**src/rtl/plic_claim_ctrl.sv**
```systemverilog
// PLIC target claim/complete controller with a registered priority arbiter.
// Define PLIC_CLAIM_MASK_EN to mask claimed sources until they are completed.
module plic_claim_ctrl #(
    parameter int SOURCES    = 16,
    parameter int PRIORITIES = 7,
    localparam int SOURCES_BITS  = $clog2(SOURCES + 1),
    localparam int PRIORITY_BITS = $clog2(PRIORITIES)
) (
    input  logic                     clk_i,
    input  logic                     rst_i,
    input  logic [SOURCES-1:0]       pending_i,
    input  logic [SOURCES-1:0]       ie_i,
    input  logic [PRIORITY_BITS-1:0] priority_i [SOURCES],
    input  logic [PRIORITY_BITS-1:0] threshold_i,
    input  logic                     claim_i,
    output logic                     claim_rdy_o,
    output logic [SOURCES_BITS-1:0]  claim_id_o,
    output logic                     claim_vld_o,
    input  logic                     complete_i,
    input  logic [SOURCES_BITS-1:0]  complete_id_i,
    output logic                     ireq_o,
    output logic [SOURCES_BITS-1:0]  id_o
);

    typedef enum logic {ARB, SETTLE} state_e;

    state_e                   state_q, state_d;
    logic [SOURCES_BITS-1:0]  best_id_q, best_id_d;
    logic [PRIORITY_BITS-1:0] best_prio_q, best_prio_d;
    logic                     claim_vld_q, claim_vld_d;
    logic [SOURCES_BITS-1:0]  claim_id_q, claim_id_d;
    logic [SOURCES-1:0]       claimed;
    logic [SOURCES-1:0]       complete_hit;
    logic                     claim_accept;
    logic                     complete_eff;

`ifdef PLIC_CLAIM_MASK_EN
    logic [SOURCES-1:0] claimed_q, claimed_d;
    logic [SOURCES-1:0] claim_hit;
    assign claimed = claimed_q;
`else
    assign claimed = '0;
`endif

    assign claim_rdy_o  = (state_q == ARB);
    assign ireq_o       = (state_q == ARB) && (best_prio_q > threshold_i);
    assign claim_accept = claim_i && claim_rdy_o;
    assign id_o         = best_id_q;
    assign claim_vld_o  = claim_vld_q;
    assign claim_id_o   = claim_id_q;

    // Ascending scan with strict compare keeps the lowest ID on priority ties.
    always_comb begin
        best_id_d   = '0;
        best_prio_d = '0;
        for (int n = 0; n < SOURCES; n++) begin
            if (pending_i[n] && ie_i[n] && !claimed[n] &&
                (priority_i[n] != '0) && (priority_i[n] > best_prio_d)) begin
                best_id_d   = SOURCES_BITS'(n + 1);
                best_prio_d = priority_i[n];
            end
        end
    end

    // One-hot decode of the completed ID; IDs outside 1..SOURCES never hit.
    always_comb begin
        complete_hit = '0;
        for (int n = 0; n < SOURCES; n++) begin
            complete_hit[n] = (complete_id_i == SOURCES_BITS'(n + 1));
        end
    end

    always_comb begin
        claim_vld_d = claim_accept;
        claim_id_d  = claim_id_q;
        if (claim_accept) begin
            claim_id_d = ireq_o ? best_id_q : '0;
        end
    end

`ifdef PLIC_CLAIM_MASK_EN
    assign complete_eff = complete_i && (|(complete_hit & claimed_q));

    always_comb begin
        claim_hit = '0;
        for (int n = 0; n < SOURCES; n++) begin
            claim_hit[n] = claim_accept && (claim_id_d == SOURCES_BITS'(n + 1));
        end
        claimed_d = claimed_q;
        if (complete_eff) begin
            claimed_d = claimed_d & ~complete_hit;
        end
        claimed_d = claimed_d | claim_hit;
    end
`else
    assign complete_eff = complete_i && (|complete_hit);
`endif

    always_comb begin
        state_d = ARB;
        if (state_q == ARB && (claim_accept || complete_eff)) begin
            state_d = SETTLE;
        end
    end

    always_ff @(posedge clk_i) begin
        if (rst_i) begin
            state_q     <= ARB;
            best_id_q   <= '0;
            best_prio_q <= '0;
            claim_vld_q <= 1'b0;
            claim_id_q  <= '0;
`ifdef PLIC_CLAIM_MASK_EN
            claimed_q   <= '0;
`endif
        end else begin
            state_q     <= state_d;
            best_id_q   <= best_id_d;
            best_prio_q <= best_prio_d;
            claim_vld_q <= claim_vld_d;
            claim_id_q  <= claim_id_d;
`ifdef PLIC_CLAIM_MASK_EN
            claimed_q   <= claimed_d;
`endif
        end
    end

endmodule

```
**config.mk**
```make
export PLATFORM = sky130hd
export DESIGN_NAME = plic_claim_ctrl
export DESIGN_NICKNAME = d
export VERILOG_FILES = /design/src/rtl/plic_claim_ctrl.sv
export SDC_FILE = /design/constraint.sdc
export NUM_CORES = 1
export LEC_CHECK = 0
export CAP_MARGIN = 20
export CORE_ASPECT_RATIO = 1.2
export CORE_UTILIZATION = 30
export DETAILED_ROUTE_END_ITERATION = 16
export REMOVE_ABC_BUFFERS = 1
export SYNTH_ARGS = -nofsm -noshare
export SYNTH_HDL_FRONTEND = slang
export SYNTH_SLANG_ARGS = --single-unit
```
**constraint.sdc**
```tcl
create_clock -name clk_i -period 68.3 [get_ports clk_i]
set_input_delay 20.49 -clock clk_i [delete_from_list [all_inputs] [get_ports clk_i]]
set_output_delay 20.49 -clock clk_i [all_outputs]
set_load 0.05 [all_outputs]
```
==> out/results.tsv <==
metric	value	unit
dr.first_iter.drc_count	110	
grt_pass1_vias	3327	
place.gp.congestion	0.867	
start_util	31.5	%
ff2ff_path_depth	6	
antenna_found_initial	0	
yosys_warnings	0	
finalHoldViolCount	0	
grt_max_degree	15	
path_class	in2out	
synth-edff-count	0	
finalSetupViolations	0	
die_h	110	microns
synth-async-reset-ratio	0	%
coreArea	9220	sq um
die_x	91.8	microns
min_period_over_period	63.7	%
htree_levels	1	
postCtsSetupBuffers	0	
nets	626	
viasPerCell	5.38	
clock_sinks	15	
hpwlAfterDp	7.31	mm
yosys-top-cells-area	dfxtp_1 (10%), ha_1 (10%), nor2_1 (5.9%)	
synth_top_flop_cell	dfxtp_1	
synth_top_cell_by_area	dfxtp_1	
n_fill_cell	944	
rows	38	
fin_tns_setup	0	ps
vdd_ir_drop_max	0.00631	mV
clkTransAtPathRegs	60	ps
ctsResizeCount	0	
worst_pin_slew	842	ps
yosysTopAreaCellShare	10.3	%
finClkSkew	4.33	ps
worstPathRequired	47810	ps
num_antenna_cells	0	
rsz0062_at_grt	no	
fmax	23.0	MHz
yosysMostFrequentCell	nor2_1	
endpoint_kind	output port	
hold_class	reg2reg	
crit_arrival	23040	ps
numCtsBuffers	3	
drc	0	
multi_input_area	2430	sq um
avgRoutedWirePerCell	13.5	microns
drt_first_pass_iters	5	
drive_above_1_share	8.64	%
cp_max_fo	6	
grtUsageTotal	16.4	%
cp-start-kind	primary input	
fin_ws	24770	ps
avgSynthCellArea	7.15	sq um
p_leak	1.71	nW
regArea	300	sq um
relSlewSlack	43.5	%
final_max_slew_viol_count	0	
num_io_pins	105	
stdcell_count	629	
reg2reg_slack	66470	ps
clockRootBuffer	clkbuf_8	
gr-total-overflow	0	
holdPathStages	2	
cts_buffer_depth	2	
area_growth	41.4	%
yosysSeqAreaShare	10.3	%
synth_seq_cells	15	
pre_cts_ws	24800	ps
wl	8.46	mm
post-route-util	44.5	%
holdWs	451	ps
powerDensity	15.5	nW/um^2
ys_types	84	
die_area	10100	sq um
cts_tree	built	
cts_hold_buf	0	
finalWorstPathRequiredPeriod	43530	ps
synth_common_cells	nor2_1 (46), nand2_1 (40), inv_1 (37)	
syn-cell-area	2900	sq um
grt_pass1_wl	13.9	mm
maxCapViolCount	0	
io_buffers	104	
syn_inst	406	
clkLatencyLatePin	250	ps
drtAntennaViolNets	0	
place_inst	625	
status	finished, final reports clean	
vias	3381	
-- area by class of cell --
type,count,share of cell area [%]
multi-input combinational,349,59.2
timing repair buffer,104,25.4
sequential,15,7.32
tap,120,3.66
inverter,37,3.38
clock buffer,4,1.10
-- worst max-delay path, stage by stage --
cell and delay, ps:
clkdlybuf4s50_1 470, inv_1 50, ha_1 290, a21o_1 110
a21oi_1 60, a311oi_1 640, clkdlybuf4s50_1 930
-- power breakdown --
group	switching, mW	internal, mW	total [mW]	leakage [nW]
logic	0.0252	0.0207	0.0459	1.56
registers	0.000647	0.0101	0.0107	0.123
clock network	0.00294	0.00413	0.00707	0.0228
total	0.0288	0.0349	0.0637	1.71
-- flip-flops by register name, indices dropped and copies added, names as in the netlist --
name / count
id_o: 5
best_prio_q: 3
state_q: 1
claim_vld_o: 1
claim_id_o: 5
-- worst paths after layout --
check	from	end
worst max-delay path	threshold_i[1]	ireq_o
worst min-delay path	claim_id_o[0]$_SDFFE_PP0P_	claim_id_o[0]$_SDFFE_PP0P_
worst max register to register	best_prio_q[1]$_SDFF_PP0_	claim_id_o[3]$_SDFFE_PP0P_
worst min register to register	claim_id_o[0]$_SDFFE_PP0P_	claim_id_o[0]$_SDFFE_PP0P_
-- per-layer routing --
layer  track usage, %  part of all wire [%]  vias to the layer above
met2             33.9                    51                       77
li1                 -                     -                     1752
met1             17.9                    44                     1547
met4             3.13                  0.57                        0
met3             1.66                   4.2                        5
met5                0                     0                        -
-- cells by family after synthesis --
| kind of cell | synth area share [%] |
|---|---|
| adders and majority gates | 11.7 |
| AOI/OAI and AO/OA | 41.8 |
| muxes | 3.41 |
| xor gates and xnor gates | 0.302 |
| DFF | 10.3 |
| buffers and inverters | 5.99 |
| and+or+nand+nor | 26.5 |
-- stage by stage --
stage	total power, mW	cell area [sq um]
after floorplan	0.0420	2870
after global placement	0.0556	4060
after detailed placement	0.0568	4060
after CTS	0.0643	4100
after global routing	0.0696	4100
final	0.0637	4100
-- placed cells by master (no fill, tap or decap), drive strengths merged, types with 4 or more instances in the layout --
master and n:
o311ai 4, inv 37, nand3 23, and2 13, a22oi 6, dfxtp 15
nor2 47, or2 5, a211oi 9, mux2 7, ha 24, o211ai 7
clkbuf 4, o21ai 23, o31ai 5, a31oi 6, clkdlybuf4s50 104, nor3 7
nand2 42, a311oi 5, a21o 8, a211o 6, a21oi 33, o2111ai 4
o22ai 4, nor2b 4, o211a 4, maj3 4, and3 6, o21a 6
(Power assumes the default switching activity.)
